[src/rtl/isp_pkg.sv]
`default_nettype none
// ============================================================================
// Module   : isp_pkg
// Brief    : Shared ISP line-buffer constants (pixel width, line RAM geometry).
// Revision : 1.0 - initial release
// ============================================================================
package isp_pkg;

    localparam int ISP_DATA_W      = 8;
    localparam int ISP_LINE_ADDR_W = 12;
    localparam int ISP_MAX_WIDTH   = 4096;

endpackage
`default_nettype wire

[src/rtl/isp_line_delay_ctrl.sv]
`default_nettype none
// ============================================================================
// Module   : isp_line_delay_ctrl
// Brief    : Line RAM write/read controller; pairs each pixel with the one above.
// Revision : 1.0 - initial release
// ============================================================================
module isp_line_delay_ctrl
    import isp_pkg::*;
#(
    parameter int DATA_W    = ISP_DATA_W,
    parameter int ADDR_W    = ISP_LINE_ADDR_W,
    parameter int MAX_WIDTH = ISP_MAX_WIDTH
) (
    input  logic              clk,
    input  logic              reset,
    input  logic              in_valid,
    input  logic [DATA_W-1:0] in_data,
    input  logic              in_eol,
    input  logic              in_eof,
    output logic              mem_wr_en,
    output logic [ADDR_W-1:0] mem_wr_addr,
    output logic [DATA_W-1:0] mem_wr_data,
    output logic              mem_rd_en,
    output logic [ADDR_W-1:0] mem_rd_addr,
    output logic              mem_oce,
    input  logic [DATA_W-1:0] mem_rd_data,
    output logic              out_valid,
    output logic [DATA_W-1:0] out_cur,
    output logic [DATA_W-1:0] out_prev,
    output logic              out_prev_ok,
    output logic              out_eol,
    output logic              out_eof,
    output logic [ADDR_W:0]   line_width,
    output logic              err_ovf
);

    localparam logic [ADDR_W-1:0] c_col_last = ADDR_W'(MAX_WIDTH - 1);
    localparam logic [ADDR_W-1:0] c_col_one  = ADDR_W'(1);
    localparam logic [ADDR_W:0]   c_lw_one   = (ADDR_W + 1)'(1);

    logic [ADDR_W-1:0] r_col;
    logic              r_first_line;
    logic [ADDR_W:0]   r_line_width;
    logic              r_err_ovf;

    logic              r_s1_valid;
    logic [DATA_W-1:0] r_s1_data;
    logic [ADDR_W-1:0] r_s1_col;
    logic              r_s1_eol;
    logic              r_s1_eof;
    logic              r_s1_first;
    logic              r_s1_byp;
    logic [DATA_W-1:0] r_s1_byp_data;

    logic              r_out_valid;
    logic [DATA_W-1:0] r_out_cur;
    logic [DATA_W-1:0] r_out_prev;
    logic              r_out_prev_ok;
    logic              r_out_eol;
    logic              r_out_eof;

    logic              w_byp;
    logic              w_col_wrap;

    // A read colliding with the write in flight only happens on 1-pixel lines;
    // the RAM would return the old word, so the in-flight pixel is forwarded.
    assign w_byp      = in_valid & r_s1_valid & (r_s1_col == r_col);
    assign w_col_wrap = ~in_eol & (r_col == c_col_last);

    always_ff @(posedge clk or posedge reset) begin
        if (reset) begin
            r_col        <= '0;
            r_first_line <= 1'b1;
            r_line_width <= '0;
            r_err_ovf    <= 1'b0;
        end else if (in_valid) begin
            if (in_eol) begin
                r_col        <= '0;
                r_line_width <= {1'b0, r_col} + c_lw_one;
                r_first_line <= in_eof;
            end else if (w_col_wrap) begin
                r_col <= '0;
            end else begin
                r_col <= r_col + c_col_one;
            end

            if (w_col_wrap) begin
                r_err_ovf <= 1'b1;
            end else if (in_eol & in_eof) begin
                r_err_ovf <= 1'b0;
            end
        end
    end

    always_ff @(posedge clk or posedge reset) begin
        if (reset) begin
            r_s1_valid    <= 1'b0;
            r_s1_data     <= '0;
            r_s1_col      <= '0;
            r_s1_eol      <= 1'b0;
            r_s1_eof      <= 1'b0;
            r_s1_first    <= 1'b0;
            r_s1_byp      <= 1'b0;
            r_s1_byp_data <= '0;
        end else begin
            r_s1_valid <= in_valid;
            if (in_valid) begin
                r_s1_data     <= in_data;
                r_s1_col      <= r_col;
                r_s1_eol      <= in_eol;
                r_s1_eof      <= in_eol & in_eof;
                r_s1_first    <= r_first_line;
                r_s1_byp      <= w_byp;
                r_s1_byp_data <= r_s1_data;
            end
        end
    end

    always_ff @(posedge clk or posedge reset) begin
        if (reset) begin
            r_out_valid   <= 1'b0;
            r_out_cur     <= '0;
            r_out_prev    <= '0;
            r_out_prev_ok <= 1'b0;
            r_out_eol     <= 1'b0;
            r_out_eof     <= 1'b0;
        end else begin
            r_out_valid <= r_s1_valid;
            r_out_eol   <= r_s1_valid & r_s1_eol;
            r_out_eof   <= r_s1_valid & r_s1_eof;
            if (r_s1_valid) begin
                r_out_cur     <= r_s1_data;
                r_out_prev    <= r_s1_byp ? r_s1_byp_data : mem_rd_data;
                r_out_prev_ok <= ~r_s1_first;
            end
        end
    end

    // Write lags read by one cycle so the previous line's word is fetched first.
    assign mem_wr_en   = r_s1_valid;
    assign mem_wr_addr = r_s1_col;
    assign mem_wr_data = r_s1_data;
    assign mem_rd_en   = in_valid;
    assign mem_rd_addr = r_col;
    assign mem_oce     = 1'b1;

    assign out_valid   = r_out_valid;
    assign out_cur     = r_out_cur;
    assign out_prev    = r_out_prev;
    assign out_prev_ok = r_out_prev_ok;
    assign out_eol     = r_out_eol;
    assign out_eof     = r_out_eof;
    assign line_width  = r_line_width;
    assign err_ovf     = r_err_ovf;

endmodule
`default_nettype wire

[config.mk]
export PLATFORM = sky130hd
export DESIGN_NAME = isp_line_delay_ctrl
export DESIGN_NICKNAME = d
export VERILOG_FILES = /design/src/rtl/isp_pkg.sv /design/src/rtl/isp_line_delay_ctrl.sv
export SDC_FILE = /design/constraint.sdc
export NUM_CORES = 1
export LEC_CHECK = 0
export ABC_CLOCK_PERIOD_IN_PS = 2950
export BUFFER_PORTS_ARGS = -buffer_cell sky130_fd_sc_hd__buf_2
export CAP_MARGIN = 20
export CORE_MARGIN = 4
export CORE_UTILIZATION = 46
export CTS_BUF_LIST = sky130_fd_sc_hd__clkbuf_4 sky130_fd_sc_hd__clkbuf_8 sky130_fd_sc_hd__clkbuf_16
export DETAILED_ROUTE_END_ITERATION = 10
export PLACE_DENSITY = 0.77
export SKIP_CTS_REPAIR_TIMING = 1
export SYNTH_ARGS = -nofsm -noshare
export SYNTH_HDL_FRONTEND = slang
export SYNTH_SLANG_ARGS = --single-unit
export TNS_END_PERCENT = 20
[constraint.sdc]
create_clock -name clk -period 2.95 [get_ports clk]
set_clock_uncertainty 0.15 [all_clocks]
set_input_delay 0.7375 -clock clk [delete_from_list [all_inputs] [get_ports clk]]
set_output_delay 0.7375 -clock clk [all_outputs]
set_load 0.02 [all_outputs]
### Yosys cells after proc, flatten, opt, wreduce, memory -nomap -nowiden

Index checks and enable logic that the tools add are counted.

| word-level totals | value |
|---|---|
| bits in registers | 80 |
| latch bits | 0 |
| memory bits (writable) | 0 |
| memory bits (read-only) | 0 |
| input port bits | 21 |
| output and inout port bits | 69 |
| word-level logic and storage cells | 38 |
| memories kept | 0 |

| operators by class | value |
|---|---|
| $add $sub $neg | 2 |
| multiply operators | 0 |
| div/mod/pow operators | 0 |
| magnitude comparators | 0 |
| equal/unequal tests | 2 |
| shifts and indexed selects | 0 |
| mux-type cells | 5 |
| bitwise logic cells | 8 |
| reductions and logical operators | 3 |

Operator list:

| operator | count |
|---|---|
| 12-bit 2-to-1 mux | 2 |
| 12-bit by 1-bit adder with 13-bit output, second input constant | 1 |
| 12-bit by 1-bit adder with 12-bit output, second input constant | 1 |
| 12-bit == test | 1 |
| 12-bit == test, second input constant | 1 |
| 8-bit 2-to-1 mux | 1 |
| 1-bit bitwise AND | 6 |
| 2-bit AND reduction | 2 |
| 1-bit 2-to-1 mux | 2 |
| 1-bit NOT | 2 |
| 2-bit nonzero test | 1 |

### Depth between registers and ports, before layout

Gate-level depths: netlist of the first run.

| logic depth | value |
|---|---|
| word-level depth | 4 |
| gate-level depth with buffers | 6 |

### Least setup slack after synthesis of the first run

No wires, ideal clock.

| timing | value |
|---|---|
| path kind | reg-to-reg |
| from | register r_col[0], in the netlist mem_rd_addr[0] |
| to | register r_col[0], in the netlist mem_rd_addr[0] |
| setup time | 0.125 ns |
| arrival | 1.614 ns |
| required time | 2.675 ns |
| slack | 1.061 ns |
| stages on the path, launching flop included | 6 |
| buffers on the path | 0 |
| period minus slack after synthesis | 1.889 ns |
| path through | dfrtp_1 ha_1 and2_1 a41o_4 nor2_2 mux2_4 |

| on the way | value |
|---|---|
| cells in the longest elaborated chain, start to end | 4 |
| elaborated cells between the ends (all ways) | 5 |
| those cells by class | add/sub: 1; eq/ne: 1; mux: 2; bitwise: 1 |

RTL lines:

| what | RTL line | RTL |
|---|---|---|
| start: declaration | isp_line_delay_ctrl.sv:41 | `logic [ADDR_W-1:0] r_col;` |
| start signal: assignment | isp_line_delay_ctrl.sv:84 | `r_col <= r_col + c_col_one;` |
| branches (longest 2 deep; another with 12-bit by 1-bit adder with 12-bit output) | -- |  |
| 12-bit 2-to-1 mux * | isp_line_delay_ctrl.sv:81 | `end else if (w_col_wrap) begin` |
| 12-bit 2-to-1 mux * | isp_line_delay_ctrl.sv:77 | `if (in_eol) begin` |

Every way passes the cells marked *.
A chain may end at the register's enable or synchronous reset.

### Worst setup path after layout of the first run

| timing | value |
|---|---|
| from | register r_col[3], in the netlist mem_rd_addr[3] |
| to | output mem_rd_addr[3] |

RTL lines:

| what | RTL line | RTL |
|---|---|---|
| end: declaration | isp_line_delay_ctrl.sv:24 | `output logic [ADDR_W-1:0] mem_rd_addr,` |

No word-level cell between the ends.

==> results of run 1 <==
-- registers in the layout, indices dropped and copies added (netlist names), 8 cells and up --
register and cells:
r_s1_byp_data 8, mem_wr_data 8, mem_rd_addr 12, out_cur 8
mem_wr_addr 12, line_width 13, out_prev 8
-- cell families (layout without fill, tap and decap cells) --
family	after synthesis	in the layout	synth area share
other	1	1	0.00105
AO/OA/AOI/OAI	48	48	0.0853
multiplexers	48	48	0.150
buffers and inverters	32	117	0.0470
XOR/XNOR	22	22	0.0541
AND/OR/NAND/NOR	66	66	0.0976
flip-flops	80	80	0.562
adder cells (fa/ha/maj)	1	1	0.00351
-- layout by cell type (no fill, tap or decap), drive strengths merged, types with 2 or more instances in the layout --
cell / instances
a21oi: 8
a22o: 7
and2: 4
and3: 5
and4: 2
buf: 93
clkbuf: 9
clkinv: 5
clkinvlp: 2
dfrtp: 79
inv: 8
mux2: 39
mux2i: 9
nand2: 20
nand3: 6
nand4: 4
nor2: 15
nor3: 5
nor4: 3
o21ai: 28
xnor2: 13
xor2: 9
-- routing by layer --
layer	global-route usage	vias to the layer above
met4	0.0557	0
li1	-	1192
met2	0.258	86
met1	0.228	1205
met3	0.0524	6
met5	0	-
-- power breakdown --
| part | switching, mW | internal (mW) |
|---|---|---|
| Clock | 0.430 | 0.314 |
| Sequential | 0.0865 | 1.20 |
| Combinational | 0.246 | 0.180 |
| Total | 0.762 | 1.69 |
-- area by class of cell --
| class | count | area [um2] | share of cell area |
|---|---|---|---|
| sequential | 80 | 2000 | 0.474 |
| multi-input combinational | 186 | 1390 | 0.330 |
| timing repair buffer | 93 | 490 | 0.116 |
| clock buffer | 9 | 124 | 0.0293 |
| tap | 99 | 124 | 0.0293 |
| clock inverter | 7 | 57.6 | 0.0136 |
| inverter | 8 | 31.3 | 0.00741 |
-- how the worst max path moves through the flow --
stage                           endpoint  slack, ns  depth (start not counted)           start
final                     mem_rd_addr[3]       0.82                          1  mem_rd_addr[3]
after global routing      mem_rd_addr[7]       0.76                          5  mem_rd_addr[0]
after CTS                 mem_rd_addr[3]       0.80                          1  mem_rd_addr[3]
after detailed placement  line_width[10]       0.80                          5        in_valid
after global placement     line_width[6]       0.87                          5        in_valid
after floorplan                  err_ovf       0.01                          1           reset
-- metrics by stage --
stage          std cells  area, um2
6_report             482       4220
5_1_grt              482       4220
4_1_cts              482       4220
3_5_place_dp         466       4040
3_3_place_gp         466       4040
2_1_floorplan        298       3560
==> flow_summary_export.csv, run 1 <==
group,metric,value,unit
outcome,outcome,"complete, no violations",
synthesis,synth-async-reset-ratio,1.00,
flow_run,maxCapViolCount,0,
clock_tree,cts_sink_count,80,
synthesis,yosysMostFrequentCell,"dfrtp_1",
route,routed.top_layer,"met4",
timing,slew_headroom,0.572,
floorplanning,placementRows,31,
clock_tree,htreeDepth,3,
global_route,grt.total_usage,0.169,
critical_path,timing.critical_path.cells,"buf_2",
pwr,worst_ir_drop_vdd,0.304,mV
finish,final_core_utilization,0.570,
placement,post-dp-hpwl,5320,um
synthesis,synth.largest_area_cell,"dfrtp_1",
synthesis,synthFlopType,"dfrtp_1",
clock_tree,cts.reportedPaths.clkPinSlew,0.09,ns
timing,setup_violations,0,
finish,drive_gt1_frac,0.418,
clock_tree,cts_buffers,9,
synthesis,ys_seq_elements,80,
critical_path,reg2reg_depth,5,
floorplanning,ios,90,
synthesis,synth.net_count,320,
critical_path,crit_family,"flip-flops",
timing,unrepaired_setup_endpoints_after_global_routing,"false",
timing,worstMarginPinSlew,0.641,ns
critical_path,arrival,1.25,ns
route,vias,2489,
global_route,grt_start_max_net_pins,47,
floorplanning,initial_core_util,0.481,
global_route,global_route_overflow,0,
clock_tree,worstSkewPairLatency,0.35,ns
timing,post-route-period-util,0.723,
synthesis,synth_enable_flop_cells,0,
critical_path,crit_required,2.06,ns
route,drt-wirelength-per-cell,15.4,um
finish,fillCellCount,660,
synthesis,synth.yosys.seq_area_share,0.562,
synthesis,top_post_synthesis_cells_by_count,"dfrtp_1 (79), mux2_2 (38), o21ai_0 (23)",
critical_path,setup.reg_to_reg.worst_slack,0.85,ns
timing,finalSetupTns,0,ns
floorplanning,die_height,96.0,um
placement,place.gp.congestion,0.817,
critical_path,critPathMaxFanout,11,
route,detailroute.wirelength.met2,3540,um
floorplanning,width_of_the_chip,96.0,um
synthesis,synthesis.yosys.warnings,0,
timing,finalWorstPathRequiredPeriod,2.13,ns
route,drt_pre_antenna_iters,4,
synthesis,synth_top_cell_area_share,0.555,
critical_path,critical_path_buf_inv_count,1,
route,met1_length,3270,um
synthesis,post_synth_inst_count,298,
critical_path,regToRegEndpoint,"mem_rd_addr[7]",
pwr,power.static_leakage,2.09,nW
timing,hold-worst-slack,0.278,ns
timing,timing.fmax,0.469,GHz
floorplanning,coreArea,0.00741,mm2
synthesis,synth_cell_type_count,41,
finish,final_net_count,400,
route,first_iter_violations,143,
critical_path,regToRegStartpoint,"mem_rd_addr[0]",
route,totalWireLength,7440,um
pwr,power_density,581,mW/mm2
clock_tree,clk_root_buffer_cell,"clkbuf_8",
global_route,number_of_antenna_violations_at_the_first_check_in_global_routing,0,
critical_path,crit_start_category,"flip-flop",
route,drtAntennaViolNets,0,
timing,slew_violations,0,
clock_tree,cts_tree,"done",
pwr,power.total,2.46,mW
critical_path,crit_path_category,"flip-flop to primary output",
floorplanning,fp.dieArea,0.00922,mm2
global_route,grt_pass1_wl,11900,um
route,vias_per_cell,5.16,
min_path,hold_path_class,"input pin to asynchronous set/reset pin",
synthesis,netlist_area,0.00356,mm2
global_route,via_count_of_the_first_global_routing_pass,2450,
critical_path,slowest_delay,0.63,ns
synthesis,yosys-top-cells-area,"dfrtp_1 (55%), mux2_2 (12%), o21ai_0 (3.2%), xnor2_1 (3.2%), mux2i_1 (2.5%)",
clock_tree,clk_path_buf_depth,2,
placement,preCtsSetupSlack,0.799,ns
timing,setup_ws,0.817,ns
finish,area_growth_syn_to_layout,18.5,%
placement,place.port_buffers,88,
critical_path,cp-end-kind,"primary output",
synthesis,synth.avg_cell_area,12.0,um2
route,met3_length,569,um
finish,antennaDiodeCount,0,
critical_path,cpMaxStageDelayCell,"dfrtp_1",
route,drc,0,
timing,timing.final.hold_violations,0,
(Power assumes the default switching activity.)
==> run 2: changes to the inputs <==
Settings changed: ABC_AREA set to 1, ABC_CLOCK_PERIOD_IN_PS 2950 to 1900, PLACE_DENSITY 0.77 to 0.78.
Clock period 2.95 ns to 1.9 ns, I/O delays scaled along.
==> run 2 against run 1 <==
  * Hold slack lost 0.21 ns
  * Total power rose by 74%
  * Critical path depth stayed put
  * Cell count rose by 28%
  * Critical path type unchanged
  * Largest power group unchanged
==> flow_summary_export.csv, run 2 <==
group,metric,value,unit
critical_path,critPathMaxFanout,9,
pwr,seq_power_share,0.472,
finish,drive_gt1_frac,0.236,
critical_path,cpMaxStageDelayCell,"dfrtp_1",
route,first_iter_violations,119,
timing,slew_violations,0,
placement,place.port_buffers,88,
global_route,via_count_of_the_first_global_routing_pass,2921,
critical_path,cp-end-kind,"primary output",
critical_path,crit_family,"flip-flops",
synthesis,synthFlopType,"dfrtp_1",
finish,most_used_cells_in_the_layout_excluding_fill_and_tap_cells,"nand2_1 (176), buf_2 (88), dfrtp_1 (79), o21ai_0 (50), inv_1 (49)",
synthesis,yosys-top-cells-area,"dfrtp_1 (56%), nand2_1 (19%), o21ai_0 (7.1%), inv_1 (5.3%), o211ai_1 (1.9%)",
synthesis,synth.net_count,445,
pwr,switching_share,0.291,
critical_path,timing.critical_path.cells,"buf_2",
route,vias_per_cell,4.86,
clock_tree,cts_buffers,9,
pwr,power.static_leakage,2.34,nW
finish,antennaDiodeCount,0,
floorplanning,coreArea,0.00737,mm2
synthesis,netlist_area,0.00354,mm2
timing,setup_ws,0.143,ns
synthesis,synth_enable_flop_cells,0,
placement,post-dp-hpwl,5910,um
synthesis,synth-async-reset-ratio,1.00,
finish,final_common_cell,"nand2_1",
route,totalWireLength,8210,um
route,drc,0,
floorplanning,fp.dieArea,0.00916,mm2
timing,timing.final.hold_violations,0,
timing,post-route-period-util,0.925,
timing,slew_headroom,0.663,
route,vias,2991,
finish,final_net_count,533,
synthesis,synth.largest_area_cell,"dfrtp_1",
synthesis,synth.yosys.seq_area_share,0.566,
clock_tree,cts.reportedPaths.clkPinSlew,0.09,ns
finish,area_growth_syn_to_layout,22.6,%
outcome,outcome,"complete, no violations",
timing,setup_violations,0,
route,drt-wirelength-per-cell,13.3,um
critical_path,critical_path_buf_inv_count,1,
finish,fillCellCount,694,
critical_path,slowest_delay,0.55,ns
global_route,use_met2,0.317,
global_route,grt_start_max_net_pins,81,
global_route,grt_most_used_layer,"met2",
clock_tree,cts_tree,"done",
placement,preCtsSetupSlack,0.233,ns
floorplanning,ios,90,
placement,place.gp.congestion,0.842,
synthesis,post_synth_inst_count,423,
clock_tree,worstSkewPairLatency,0.35,ns
synthesis,ys_seq_elements,80,
critical_path,crit_path_category,"flip-flop to primary output",
floorplanning,initial_core_util,0.480,
global_route,global_route_overflow,0,
finish,number_of_flip_flops_under_the_largest_register_name,13,
synthesis,synth.avg_cell_area,8.36,um2
pwr,clock_power_share,0.361,
pwr,power_density,983,mW/mm2
synthesis,synth_cell_type_count,26,
synthesis,yosysMostFrequentCell,"nand2_1",
floorplanning,width_of_the_chip,95.7,um
global_route,use_met1,0.255,
global_route,grt.total_usage,0.195,
pwr,internal_power,3.02,mW
timing,finalSetupTns,0,ns
synthesis,synth_top_cell_area_share,0.559,
global_route,number_of_antenna_violations_at_the_first_check_in_global_routing,0,
route,drtAntennaViolNets,0,
pwr,p_switching,1.24,mW
clock_tree,clk_path_buf_depth,2,
pwr,combPwrFrac,0.167,
min_path,hold_path_class,"input pin to asynchronous set/reset pin",
critical_path,arrival,1.13,ns
route,drt_pre_antenna_iters,4,
floorplanning,die_height,95.7,um
critical_path,crit_required,1.27,ns
timing,worstMarginPinSlew,0.506,ns
timing,finalWorstPathRequiredPeriod,1.76,ns
floorplanning,placementRows,31,
timing,unrepaired_setup_endpoints_after_global_routing,"false",
global_route,met3_usage,0.0344,
synthesis,synthesis.yosys.warnings,0,
clock_tree,cts_sink_count,80,
flow_run,maxCapViolCount,0,
clock_tree,htreeDepth,3,
pwr,worst_ir_drop_vdd,0.543,mV
timing,timing.fmax,0.569,GHz
critical_path,crit_start_category,"flip-flop",
synthesis,top_post_synthesis_cells_by_count,"nand2_1 (176), dfrtp_1 (79), inv_1 (50), o21ai_0 (50), nor2_1 (12)",
global_route,grt_pass1_wl,13700,um
clock_tree,clk_root_buffer_cell,"clkbuf_8",
-- run 2: stage by stage --
stage          cell area [um2]  hold WS [ns]  std cells  power, mW  utilization
6_report                  4340        0.0679        615       4.26        0.588
5_1_grt                   4340         0.108        615       4.49        0.588
4_1_cts                   4340        0.0961        615       4.32        0.588
3_5_place_dp              4080         0.317        599       2.77        0.554
3_3_place_gp              4080         0.302        599       2.75        0.554
2_1_floorplan             3540         0.286        423       2.51            -
-- run 2: final cells by class --
cell class	count	area (um2)	share of cell area
inverters	52	201	0.0465
clock inverters	6	116	0.0268
repair buffers	95	505	0.117
well taps	99	124	0.0286
flip-flops and latches	80	2000	0.462
multi-input cells	273	1250	0.288
clock buffers	10	138	0.0317
-- run 2: path summary, 6_finish.rpt --
check / from / cells past startpoint / slack [ns] / end
max reg2reg: mem_rd_addr[0] / 8 / 0.22 / mem_rd_addr[10]
min in group clk: in_data[3] / 3 / 0.18 / mem_wr_data[3]
max in group asynchronous: reset / 3 / 1.17 / r_first_line
min: reset / 3 / 0.07 / line_width[5]
max: mem_rd_addr[2] / 1 / 0.14 / mem_rd_addr[2]
min reg2reg: line_width[10] / 2 / 0.33 / line_width[10]
-- run 2: metal layers --
layer / vias up / routed length [um]
met5: - / 0
met4: 0 / 152
met3: 13 / 558
met2: 103 / 3900
met1: 1405 / 3600
li1: 1470 / -
-- run 2: cells by family after synthesis --
kind of cell	Yosys count	share of synthesized area
flip-flops	80	0.566
buffers and inverters	70	0.0810
AND/OR/NAND/NOR	203	0.238
XOR/XNOR	7	0.0173
AO/OA/AOI/OAI	61	0.0934
adder cells (fa/ha/maj)	1	0.00354
other	1	0.00106
-- run 2: power groups by stage --
stage / Sequential, mW / Clock (mW) / Combinational, mW
after floorplan: 2.16 / 0 / 0.342
after global placement: 2.04 / 0 / 0.713
after detailed placement: 2.05 / 0 / 0.721
after CTS: 2.01 / 1.58 / 0.725
after global routing: 2.04 / 1.65 / 0.804
final: 2.01 / 1.54 / 0.713
==> run 3: changes to the inputs <==
Settings changed: CELL_PAD_IN_SITES_DETAIL_PLACEMENT set to 0, CELL_PAD_IN_SITES_GLOBAL_PLACEMENT set to 1, CORE_UTILIZATION 46 to 35, PLACE_DENSITY 0.78 to 0.8.
==> run 3 against run 2 <==
  * Sequential power is essentially flat
  * Clock-buffer cell count grew 2
  * Routed wire length grew 7.6%
==> flow_summary_export.csv, run 3 (synthesized netlist as in run 2, its figures left out) <==
group,metric,value,unit
global_route,via_count_of_the_first_global_routing_pass,2920,
finish,antennaDiodeCount,0,
finish,final_net_count,534,
pwr,power_density,953,mW/mm2
timing,finalWorstPathRequiredPeriod,1.77,ns
clock_tree,worstSkewPairLatency,0.34,ns
clock_tree,cts_buffers,9,
timing,post-route-period-util,0.931,
route,totalWireLength,8830,um
pwr,worst_ir_drop_vdd,0.339,mV
timing,unrepaired_setup_endpoints_after_global_routing,"false",
timing,timing.final.hold_violations,0,
floorplanning,placementRows,36,
timing,timing.fmax,0.565,GHz
pwr,power.total,4.17,mW
floorplanning,ios,90,
route,first_iter_violations,179,
finish,drive_gt1_frac,0.238,
finish,number_of_flip_flops_under_the_largest_register_name,13,
finish,sequential_cell_area,0.00200,mm2
route,vias_per_cell,4.57,
floorplanning,coreArea,0.00982,mm2
route,drt_pre_antenna_iters,4,
global_route,grt_pass1_wl,14600,um
global_route,grt.total_usage,0.161,
floorplanning,fp.dieArea,0.0118,mm2
critical_path,crit_family,"flip-flops",
finish,final_area,0.00437,mm2
floorplanning,width_of_the_chip,109,um
critical_path,critPathMaxFanout,9,
pwr,p_switching,1.25,mW
timing,setup_ws,0.131,ns
clock_tree,htreeDepth,3,
route,drc,0,
pwr,switching_share,0.299,
timing,hold-worst-slack,0.0528,ns
critical_path,crit_start_category,"flip-flop",
critical_path,cp-end-kind,"primary output",
finish,most_used_cells_in_the_layout_excluding_fill_and_tap_cells,"nand2_1 (176), buf_2 (88), dfrtp_1 (79), o21ai_0 (50), inv_1 (49)",
placement,post-dp-hpwl,6420,um
min_path,hold_path_class,"input pin to asynchronous set/reset pin",
placement,detailed_place.area,0.00415,mm2
pwr,clock_power_share,0.342,
critical_path,timing.critical_path.cells,"buf_2",
critical_path,critical_path_buf_inv_count,1,
clock_tree,cts.reportedPaths.clkPinSlew,0.08,ns
timing,slew_violations,0,
route,drtAntennaViolNets,0,
timing,setup_violations,0,
flow_run,maxCapViolCount,0,
clock_tree,clk_root_buffer_cell,"clkbuf_8",
global_route,grt_start_max_net_pins,81,
global_route,number_of_antenna_violations_at_the_first_check_in_global_routing,0,
clock_tree,cts_sink_count,80,
pwr,internal_power,2.92,mW
floorplanning,initial_core_util,0.360,
pwr,power.static_leakage,2.33,nW
finish,fillCellCount,1004,
global_route,global_route_overflow,0,
critical_path,arrival,1.14,ns
pwr,combPwrFrac,0.175,
placement,place.port_buffers,88,
route,vias,2968,
placement,place.gp.congestion,0.805,
timing,finalSetupTns,0,ns
finish,final_common_cell,"nand2_1",
critical_path,slowest_delay,0.56,ns
floorplanning,die_height,109,um
placement,preCtsSetupSlack,0.224,ns
critical_path,cpMaxStageDelayCell,"dfrtp_1",
critical_path,crit_required,1.27,ns
clock_tree,cts_tree,"done",
clock_tree,clk_path_buf_depth,2,
route,drt-wirelength-per-cell,13.6,um
pwr,seq_power_share,0.483,
critical_path,crit_path_category,"flip-flop to primary output",
finish,area_growth_syn_to_layout,23.6,%
finish,multi_input_area,0.00125,mm2
outcome,outcome,"complete, no violations",
-- run 3: cell count changes in the layout (fill, tap and decap cells not counted) --
| cell | before | now |
|---|---|---|
| buf_12 | 1 | 2 |
| bufinv_16 | 3 | 2 |
| clkbuf_4 | 0 | 2 |
| clkinv_4 | 3 | 0 |
| clkinvlp_4 | 1 | 2 |
| inv_6 | 0 | 1 |
-- run 3: metal layers --
metal | global-route usage | share of wire
met3 | 0.0382 | 0.065
met5 | 0 | 0
met4 | 0.0523 | 0.011
met2 | 0.251 | 0.45
met1 | 0.220 | 0.48
-- run 3: power by group through the flow --
| stage | logic, mW | clock network (mW) | registers, mW |
|---|---|---|---|
| 6_report | 0.731 | 1.43 | 2.01 |
| 5_1_grt | 0.823 | 1.55 | 2.04 |
| 4_1_cts | 0.744 | 1.47 | 2.01 |
| 3_5_place_dp | 0.738 | 0 | 2.05 |
| 3_3_place_gp | 0.741 | 0 | 2.04 |
| 2_1_floorplan | 0.342 | 0 | 2.16 |
-- run 3: layout make-up --
cell class              instances  area share
flip-flops and latches         80       0.458
multi-input cells             273       0.285
repair buffers                 96       0.120
inverters                      52      0.0461
well taps                     133      0.0380
clock buffers                  12      0.0349
clock inverters                 4      0.0174
-- run 3: through the flow --
stage,util,instances
after floorplan,-,423
after global placement,0.422,634
after detailed placement,0.422,634
final,0.445,650
after global routing,0.445,650
after CTS,0.445,650
-- run 3: path summary, 6_finish.rpt --
check	start	endpoint	slack, ns	depth (start not counted)
worst max-delay path	mem_rd_addr[2]	mem_rd_addr[2]	0.13	1
worst min-delay path	reset	out_cur[3]	0.05	3
worst max register to register	mem_rd_addr[0]	mem_rd_addr[4]	0.21	8
worst min register to register	r_s1_eof	out_eof	0.32	2
max in group asynchronous	reset	r_first_line	1.14	3
min in group clk	in_data[3]	mem_wr_data[3]	0.19	3
